[src/rtl/semaphore_pkg.sv]
// Shared types, constants and helpers for the traffic-light sequencer.
// Lamp encoding and phase decoding live here so the top and the bench agree.
`ifndef SEMAPHORE_WIRE_W
`define SEMAPHORE_WIRE_W
`define WIRE_W(N) logic [(N)-1:0]
`endif

package semaphore_pkg;

    typedef logic [3:0] u4_t;
    typedef logic [7:0] u8_t;

    typedef enum logic [3:0] {
        GREEN  = 4'd0,
        YELLOW = 4'd1,
        RED    = 4'd2
    } addr_e;

    localparam int NMB_SIG_SEMAPHORE = 3;

    localparam int SIG_RED    = 0;
    localparam int SIG_YELLOW = 1;
    localparam int SIG_GREEN  = 2;

    typedef enum logic [2:0] {
        ST_RED         = 3'd0,
        ST_RED_YELLOW  = 3'd1,
        ST_GREEN       = 3'd2,
        ST_GREEN_BLINK = 3'd3,
        ST_YELLOW      = 3'd4
    } phase_e;

    // A programmed duration of zero still occupies one tick.
    function automatic u8_t eff_dur(input u8_t d);
        return (d == 8'd0) ? 8'd1 : d;
    endfunction

    function automatic logic [NMB_SIG_SEMAPHORE-1:0] lamps(input phase_e ph, input logic blink_off);
        logic [NMB_SIG_SEMAPHORE-1:0] l;
        l = '0;
        case (ph)
            ST_RED: begin
                l[SIG_RED] = 1'b1;
            end
            ST_RED_YELLOW: begin
                l[SIG_RED]    = 1'b1;
                l[SIG_YELLOW] = 1'b1;
            end
            ST_GREEN: begin
                l[SIG_GREEN] = 1'b1;
            end
            ST_GREEN_BLINK: begin
                l[SIG_GREEN] = ~blink_off;
            end
            ST_YELLOW: begin
                l[SIG_YELLOW] = 1'b1;
            end
            default: begin
                l[SIG_RED] = 1'b1;
            end
        endcase
        return l;
    endfunction

endpackage

[src/rtl/semaphore_tick_gen.sv]
// Duration-tick prescaler: pulses once every TICK_DIV clocks, restartable
// with a synchronous clear so each phase starts on a fresh tick boundary.
module semaphore_tick_gen #(
    parameter int TICK_DIV = 1
) (
    input  logic clk,
    input  logic reset,
    input  logic clear,
    output logic tick
);

    localparam int CW = (TICK_DIV > 1) ? $clog2(TICK_DIV) : 1;
    localparam logic [CW-1:0] LAST = CW'(TICK_DIV - 1);

    logic [CW-1:0] cnt_r;

    // Prescaler count, wraps at LAST and restarts on clear.
    always_ff @(posedge clk) begin
        if (reset || clear) begin
            cnt_r <= '0;
        end else if (cnt_r == LAST) begin
            cnt_r <= '0;
        end else begin
            cnt_r <= cnt_r + CW'(1);
        end
    end

    assign tick = (cnt_r == LAST);

endmodule

[src/rtl/semaphore_task_3.sv]
// Traffic-light sequencer: RED -> RED_YELLOW -> GREEN -> GREEN_BLINK -> YELLOW,
// with host-programmable red/yellow/green durations counted in prescaled ticks.
module semaphore_task_3
    import semaphore_pkg::*;
#(
    parameter int TICK_DIV    = 1,
    parameter int BLINK_TICKS = 4,
    parameter int RST_RED     = 10,
    parameter int RST_YELLOW  = 3,
    parameter int RST_GREEN   = 8
) (
    input  logic                          clk,
    input  logic                          reset,
    input  u4_t                           Addr,
    input  logic                          write,
    input  u8_t                           Data,
    output `WIRE_W(NMB_SIG_SEMAPHORE)     sm_sig
);

    u8_t    dur_red_r;
    u8_t    dur_yellow_r;
    u8_t    dur_green_r;

    phase_e state_r;
    phase_e state_nxt_s;
    u8_t    remain_r;
    u8_t    remain_nxt_s;
    logic   blink_odd_r;
    logic   blink_odd_nxt_s;
    logic   advance_s;
    logic   tick_s;
    logic [NMB_SIG_SEMAPHORE-1:0] sig_nxt_s;

    semaphore_tick_gen #(
        .TICK_DIV (TICK_DIV)
    ) u_tick_gen (
        .clk   (clk),
        .reset (reset),
        .clear (advance_s),
        .tick  (tick_s)
    );

    // Duration registers; unmapped addresses fall through untouched.
    always_ff @(posedge clk) begin
        if (reset) begin
            dur_red_r    <= u8_t'(RST_RED);
            dur_yellow_r <= u8_t'(RST_YELLOW);
            dur_green_r  <= u8_t'(RST_GREEN);
        end else if (write) begin
            case (Addr)
                u4_t'(GREEN):  dur_green_r  <= Data;
                u4_t'(YELLOW): dur_yellow_r <= Data;
                u4_t'(RED):    dur_red_r    <= Data;
                default: begin
                end
            endcase
        end else begin
            dur_red_r    <= dur_red_r;
            dur_yellow_r <= dur_yellow_r;
            dur_green_r  <= dur_green_r;
        end
    end

    // Phase advance and reload; the reload reads the pre-write register value.
    always_comb begin
        state_nxt_s     = state_r;
        remain_nxt_s    = remain_r;
        blink_odd_nxt_s = blink_odd_r;
        advance_s       = 1'b0;
        if (tick_s) begin
            if (remain_r <= 8'd1) begin
                advance_s       = 1'b1;
                blink_odd_nxt_s = 1'b0;
                case (state_r)
                    ST_RED: begin
                        state_nxt_s  = ST_RED_YELLOW;
                        remain_nxt_s = eff_dur(dur_yellow_r);
                    end
                    ST_RED_YELLOW: begin
                        state_nxt_s  = ST_GREEN;
                        remain_nxt_s = eff_dur(dur_green_r);
                    end
                    ST_GREEN: begin
                        state_nxt_s  = ST_GREEN_BLINK;
                        remain_nxt_s = eff_dur(u8_t'(BLINK_TICKS));
                    end
                    ST_GREEN_BLINK: begin
                        state_nxt_s  = ST_YELLOW;
                        remain_nxt_s = eff_dur(dur_yellow_r);
                    end
                    ST_YELLOW: begin
                        state_nxt_s  = ST_RED;
                        remain_nxt_s = eff_dur(dur_red_r);
                    end
                    default: begin
                        state_nxt_s  = ST_RED;
                        remain_nxt_s = eff_dur(dur_red_r);
                    end
                endcase
            end else begin
                remain_nxt_s    = remain_r - 8'd1;
                blink_odd_nxt_s = ~blink_odd_r;
            end
        end else begin
            remain_nxt_s = remain_r;
        end
        sig_nxt_s = lamps(state_nxt_s, blink_odd_nxt_s);
    end

    // Phase state and lamp register; lamps are decoded from the next state so
    // sm_sig changes on the same edge as the phase.
    always_ff @(posedge clk) begin
        if (reset) begin
            state_r     <= ST_RED;
            remain_r    <= u8_t'(RST_RED);
            blink_odd_r <= 1'b0;
            sm_sig      <= lamps(ST_RED, 1'b0);
        end else begin
            state_r     <= state_nxt_s;
            remain_r    <= remain_nxt_s;
            blink_odd_r <= blink_odd_nxt_s;
            sm_sig      <= sig_nxt_s;
        end
    end

endmodule

[config.mk]
export PLATFORM = sky130hd
export DESIGN_NAME = semaphore_task_3
export DESIGN_NICKNAME = d
export VERILOG_FILES = /design/src/rtl/semaphore_pkg.sv /design/src/rtl/semaphore_tick_gen.sv /design/src/rtl/semaphore_task_3.sv
export SDC_FILE = /design/constraint.sdc
export NUM_CORES = 1
export LEC_CHECK = 0
export ABC_AREA = 0
export CORE_ASPECT_RATIO = 2
export CORE_MARGIN = 4
export CORE_UTILIZATION = 60
export CTS_CLUSTER_SIZE = 30
export DETAILED_ROUTE_END_ITERATION = 6
export DONT_BUFFER_PORTS = 1
export GPL_ROUTABILITY_DRIVEN = 0
export PLACE_DENSITY = 0.76
export SYNTH_ARGS = -nofsm -noshare
export SYNTH_HDL_FRONTEND = slang
export SYNTH_SLANG_ARGS = --single-unit
[constraint.sdc]
create_clock -name clk -period 2.27 [get_ports clk]
set_input_delay 0.227 -clock clk [delete_from_list [all_inputs] [get_ports clk]]
set_output_delay 0.227 -clock clk [all_outputs]
set_load 0.01 [all_outputs]
# Word-level counts from Yosys, hierarchy flattened
# Index checks and enable logic that the tools add are counted.
# word_totals
elab_cells	51
ff_bits	40
input_bits	15
out_inout_bits	3
# op_classes
magnitude_cmp	1
reduce_logical	13
addsub	2
bitwise	3
n_mux	15
eq_ne	9
# op_table
cell	n
8-bit 2-to-1 mux	4
8-bit logical NOT	3
8-bit one-hot mux with 3 select lines	1
3-bit by 2-bit equality test with 1-bit output (second input constant)	4
3-bit one-hot mux with 4 select lines	1
8-bit by 1-bit <= comparator with 1-bit output (second input constant)	1
8-bit by 1-bit subtractor with 8-bit output (second input constant)	1
3-bit by 1-bit equality test with 1-bit output (second input constant)	2
1-bit 2-to-1 mux	6
3-bit 2-to-1 mux	2
2-bit AND reduction	3
2-bit OR reduction	3
4-bit by 1-bit equality test with 1-bit output (second input constant)	1
4-bit by 2-bit equality test with 1-bit output (second input constant)	1
4-bit logical NOT	1
3-bit equality test (second input constant)	1
3-bit logical NOT	1
1-bit inverter	3
3-bit OR reduction	1
1-bit one-hot mux with 2 select lines	1
1-bit adder (second input constant)	1
1-bit logical OR	1

# Depth between registers and ports, before layout
# Gate-level depths: netlist (run 1).
# logic_depth
depth_word	7
depth_mapped	6
ltp_nobuf	6

# By module
# A second synthesis (run 1) with hierarchy kept.
# unflattened
hier_cells	223
area_unflattened_um2	1938.1
# by_module_without_submodules
mod	cells_each	n_inst	area_each_um2	seq_area_each_um2
semaphore_task_3	220	1	1910.6	780.7
semaphore_tick_gen	3	1	27.5	20.0

# Least setup slack after synthesis (run 1)
# OpenSTA, ideal clock, no wires.
# synth_path
path_kind	register -> register
from	reg remain_r[3]
to	reg remain_r[3]
slack_ps	560
setup_time_ps	122
path_stages_with_launch	4
n_path_buf	0
arrival_ps	1588
synth_period_minus_slack_ps	1710
required_ps	2148
cell_sequence	dfxtp_1 -> or4_4 -> or3_4 -> o32a_1
# synth_via
elab_chain_cells	2
word_cells_on_any_way	3
cone_classes	1 x add/sub; 1 x order compare; 1 x mux
# synth_lines
element	line	text
from (decl)	semaphore_task_3.sv:26	u8_t remain_r;
from (signal assigned)	semaphore_task_3.sv:115	remain_r <= u8_t'(RST_RED);
from (signal assigned)	semaphore_task_3.sv:120	remain_r <= remain_nxt_s;
8-bit by 1-bit subtractor with 8-bit output or 8-bit by 1-bit <= comparator with 1-bit output (tied branches)	semaphore_task_3.sv:101, semaphore_task_3.sv:71	
8-bit 2-to-1 mux (*)	semaphore_task_3.sv:71	if (remain_r <= 8'd1) begin
# Every way passes the cells marked *; elsewhere a longest branch is shown, timed or not.
# A chain may end at the register's enable or synchronous reset.

==> results of run 1 <==
[final timing paths]
check	startpoint	endpoint	slack (ns)	cells past startpoint
worst max-delay path	u_tick_gen.cnt_r	remain_r[5]	0.42	4
worst min-delay path	reset	dur_red_r[6]	0.01	1
worst max register to register	u_tick_gen.cnt_r	remain_r[5]	0.42	4
worst min register to register	dur_red_r[0]	dur_red_r[0]	0.53	2
[synth_stat cells (2+ instances only)]
library cell	count	area [um2]
nor2_1	33	124
a221o_1	4	40.0
nor4_1	6	37.5
o21ai_0	8	40.0
a21o_1	3	22.5
a31oi_1	5	31.3
o311ai_0	2	17.5
a22oi_1	2	15.0
o211ai_1	3	22.5
nand4_1	3	18.8
nand2_1	12	45.0
inv_1	10	37.5
or3_4	2	22.5
mux2i_1	21	210
nand3_1	2	10.0
o21bai_1	4	30.0
nor2b_1	3	18.8
nor3_1	4	20.0
nor4b_1	3	26.3
or4_4	2	22.5
buf_1	2	7.51
clkbuf_1	9	33.8
ha_1	2	25.0
a221oi_1	2	17.5
nand2b_1	2	12.5
a211oi_1	3	22.5
or2_2	2	12.5
dfxtp_1	40	801
or3_1	3	18.8
a21oi_1	10	50.1
[flip-flops by register name (all words and copies together) (netlist names)]
name	count
sm_sig	3
dur_yellow_r	8
remain_r	8
dur_red_r	8
u_tick_gen.cnt_r	1
blink_odd_r	1
dur_green_r	8
state_r	3
[what timing repair did]
action | in CTS | in global routing
hold endpoints to repair | 21 | 2
hold buffers | 2 | 1
setup buffers | 0 | 0
[per-layer routing]
layer,GRT usage (%),routed length (um),vias up
li1,-,-,824
met1,20.8,1640,808
met2,44.9,2720,65
met3,4.55,223,21
met4,17.4,189,0
met5,0,0,-
[cells by family after synthesis]
family	synth area share, %
AOI/OAI and AO/OA	19.0
xor gates and xnor gates	0.447
adders and majority gates	1.28
buffers and inverters	4.28
DFF	40.9
muxes	10.7
other	0.192
and+or+nand+nor	23.2
[area by class of cell]
type / instances / area [um2] / share of cell area [%]
multi-input cells: 162 / 1070 / 51.2
flip-flops and latches: 40 / 801 / 38.2
clock buffers: 7 / 86.3 / 4.12
repair buffers: 6 / 52.6 / 2.51
well taps: 31 / 38.8 / 1.85
inverters: 10 / 37.5 / 1.79
clock inverters: 1 / 7.51 / 0.358
[power by group]
part	switching, mW	internal, mW	total, mW	leakage [nW]
Combinational	0.0549	0.0431	0.0980	0.459
Sequential	0.0199	0.717	0.737	0.324
Clock	0.238	0.247	0.485	0.0445
==> qor.txt, run 1 <==
Total clock sinks: 40
Final nets: 242
Root Buffer: clkbuf_8
Max IR drop VDD: 0.490 mV
Max-cap violations: 0
Placed insts: 246
First-pass GRT wire length: 7760 um
Die Y: 88.8 um
CP arrival: 2.07 ns
Post-DP Area: 1970 um2
Synth Instances: 224
Endpoints failing setup: 0
GRT Util Overall: 23.4%
CTS tree: yes
Largest net degree at the start of global routing: 24
Pwr/cell area: 630 nW/um2
Leak: 0.827 nW
Setup crit end kind: flop
Syn Std Cell Area: 1960 um2
Worst Tran Pin Value: 0.798 ns
Worst slew margin: 46.6%
Vias in the first global route: 1726
Tcrit/Tclk final: 81.4%
Ports: 18
Max Fclk: 541 MHz
CP Data Required Time: 2.49 ns
Slowest cell on crit path: or3_4
Syn_nets: 241
RSZ-0062 raised after global routing: false
Number of synthesized register bits: 40
Worst Skew: 0.00821 ns
Hold Vio Cnt, Final: 0
Yosys cell types: 47
Setup ws final: 0.423 ns
Fill count: 273
DR WL/cell: 18.6 um
Synth Flop Type: dfxtp_1
Initial antenna violation count: 0
EDFF count, synth: 0
Kind of critical path: reg -> reg
Hpwl dp: 3480 um
Area Growth Syn to Fin: 7.09%
Row count: 29
Warnings, synthesis: 0
DRC: 0
CP Buf/Inv Count: 0
Finished Layout Cells: 257
Syn_area_per_cell: 8.74 um2
H-tree depth: 2
Max-slew violation count: 0
Setup TNS Final: 0 ns
Pre-CTS setup slack: 0.437 ns
Worst-path cell chain: or3_4 > or4_4 > or3b_1 > a31oi_1
Vias per cell: 6.68
Sequential-to-total area share from yosys stat: 40.9%
PostCTS Resize Cnt: 0
Die width: 48.4 um
Max stage delay on crit path: 0.44 ns
CP Max Fanout: 12
Clock latency on the worst-skew pair: 0.29 ns
Fin crit period: 1.85 ns
Die Footprint: 4300 um2
Worst min path class: in -> reg
Final core utilization: 66.4%
Most frequent cells in the layout: 40 x dfxtp_1, 33 x nor2_1, 21 x mux2i_1, 12 x nand2_1
Crit path max-delay family: simple AND/OR/NAND/NOR gates
Starting density of the core: 62.0%
Startpoint Class: flop
GRT Residual Overflow: 0
Hold slack: 0.0139 ns
Detail Route Antenna Nets: 0
Reg clk slew, reported paths: 0.08 ns
Synth async-reset ratio: 0%
Starting DRT DRC Count: 33
Wirelength, routed: 4770 um
Outcome: completed
Most common cell after layout, fill and taps aside: dfxtp_1
Tot Pwr: 1.32 mW
Clock Path Buffers: 2
Design area: 2100 um2
IO Port Bufs: 0
DR vias: 1718
ANT cells: 0
Drt first pass iters: 4
Layout cell share with drive strength beyond 1: 7.96%
TritonCTS Buffers: 5
Core area: 3160 um2
Note: power is estimated with default switching activity, not from simulation.
==> run 2, diff against run 1 <==
Settings changed: CORE_UTILIZATION 60 to 56, PLACE_DENSITY 0.76 to 0.74.
Clock period 2.27 ns to 1.69 ns, I/O delays scaled along.
==> qor.txt, run 2 (same netlist as run 1, synthesis figures left out) <==
Startpoint Class: flop
Internal Pwr Total: 1.34 mW (+33%)
First-pass GRT wire length: 9370 um (+21%)
DR WL/cell: 18.9 um (+1.7%)
Wirelength, routed: 5740 um (+20%)
Post-DP Area: 2160 um2 (+9.6%)
Die width: 49.8 um (+2.9%)
Clock Path Buffers: 2 (unchanged)
Sequential power share: 55.0% (-0.8 points)
Worst Skew: 0.00782 ns (-0.000387 ns)
GRT Util Overall: 27.0% (+3.6 points)
Leak: 1.09 nW (+31%)
Starting density of the core: 58.0% (-4.1 points)
Clk pwr share: 34.3% (-2.4 points)
DR vias: 1949 (+13%)
Net Sw Frac: 25.0% (+1.3 points)
Row count: 30 (+3.4%)
Starting DRT DRC Count: 60 (+82%)
Most frequent cells in the layout: 38 x dfxtp_1, 32 x nor2_1, 30 x buf_4, 23 x dlygate4sd3_1, 21 x mux2i_1
H-tree depth: 2 (unchanged)
Vias in the first global route: 2104 (+22%)
Pre-CTS setup slack: -0.0632 ns (-0.501 ns)
Reg2Reg Depth: 4 (unchanged)
Largest net degree at the start of global routing: 45 (+88%)
CP Max Fanout: 3 (-9)
Setup crit end kind: flop
Drt first pass iters: 4 (unchanged)
Pwr/cell area: 702 nW/um2 (+12%)
Max IR drop VDD: 0.796 mV (+62%)
Vias per cell: 6.41 (-4.1%)
Area Growth Syn to Fin: 29.8%
Hold endpoint: remain_r[5]
CTS tree: yes
ANT cells: 0 (unchanged)
Die Y: 91.6 um (+3.2%)
CP Data Required Time: 1.92 ns (-0.57 ns)
Kind of critical path: reg -> reg
DRC: 0 (unchanged)
Ports: 18 (unchanged)
CP arrival: 1.94 ns (-0.13 ns)
Detail Route Antenna Nets: 0 (unchanged)
TritonCTS Buffers: 5 (unchanged)
Max-slew violation count: 0 (unchanged)
Final nets: 289 (+19%)
Clock latency on the worst-skew pair: 0.30 ns (about the same)
Layout cell share with drive strength beyond 1: 20.2% (+12 points)
Initial antenna violation count: 0 (unchanged)
Endpoints failing setup: 2 (+2)
Reg2reg setup slack: -0.02 ns (-0.44 ns)
Outcome: complete, but fails checks
Total clock sinks: 40 (unchanged)
GRT Residual Overflow: 0 (unchanged)
Final core utilization: 75.3% (+8.8 points)
RSZ-0062 raised after global routing: true
Worst min path class: in -> reg
Min-Delay Path Depth: 1 (unchanged)
Most common cell after layout, fill and taps aside: dfxtp_1
Max Fclk: 584 MHz (+7.9%)
NetSw: 446 uW (+43%)
Comb power frac: 10.7% (+3.3 points)
Failing checks: hold timing, setup timing
Design area: 2540 um2 (+21%)
Hold Startpoint: reset
Die Footprint: 4560 um2 (+6.2%)
RR Endpoint: remain_r[5]
Hold Vio Cnt, Final: 9 (+9)
Tcrit/Tclk final: 101% (+20 points)
Max-cap violations: 0 (unchanged)
Setup ws final: -0.0214 ns (-0.445 ns)
Core area: 3380 um2 (+7.0%)
Setup TNS Final: -0.0298 ns (-0.0298 ns)
Root Buffer: clkbuf_8
Tot Pwr: 1.79 mW (+35%)
Finished Layout Cells: 304 (+18%)
Placed insts: 272 (+11%)
Reg clk slew, reported paths: 0.08 ns (about the same)
RR Startpoint: remain_r[3]
Fin crit period: 1.71 ns (-0.135 ns)
IO Port Bufs: 0 (unchanged)
Hold slack: -0.0666 ns (-0.0804 ns)
Hpwl dp: 4060 um (+17%)
## run 2: cell count changes in the layout (fill, tap and decap cells not counted), sizes merged
cell / change
buf: +27
clkbuf: -2
clkinv: +1
dlygate4sd3: +20
## run 2: routing by layer
| layer | vias up | global-route usage (%) | wire [um] |
|---|---|---|---|
| li1 | 918 | - | - |
| met1 | 922 | 23.1 | 1840 |
| met2 | 76 | 50.7 | 3330 |
| met3 | 33 | 6.50 | 229 |
| met4 | 0 | 20.1 | 335 |
| met5 | - | 0 | 0 |
## run 2: how the worst max path moves through the flow
stage / to / start
after floorplan: remain_r[3] / remain_r[3]
after global placement: remain_r[1] / remain_r[0]
after detailed placement: remain_r[4] / remain_r[3]
after CTS: remain_r[5] / remain_r[3]
after global routing: remain_r[5] / remain_r[3]
final: remain_r[5] / remain_r[3]
## run 2: critical path, stage by stage, from the launching register on
cell and delay [ns]:
dfxtp_2 0.34, or3_4 0.39, or4_4 0.42, or3b_1 0.37, a31oi_1 0.13
## run 2: power by group through the flow
stage                     Clock [mW]  Sequential (mW)  Combinational [mW]
after floorplan                    0             1.00               0.111
after global placement             0             1.00               0.155
after detailed placement           0             1.00               0.164
after CTS                      0.619            0.981               0.180
after global routing           0.659            0.984               0.207
final                          0.613            0.982               0.190
## run 2: timing repair
item | CTS | global route
pin swaps | 2 | 2
hold endpoints to repair | 33 | 11
gates resized for setup | 6 | 7
buffers inserted | 2 | 0
setup endpoints to repair | 7 | 21
hold buffers | 21 | 2
## run 2: layout make-up
| cell class | count | area (um2) |
|---|---|---|
| clock buffer | 5 | 68.8 |
| timing repair buffer | 53 | 455 |
| sequential | 40 | 803 |
| multi-input combinational | 162 | 1120 |
| inverter | 10 | 37.5 |
| fill | 221 | 836 |
| tap | 32 | 40.0 |
| clock inverter | 2 | 12.5 |
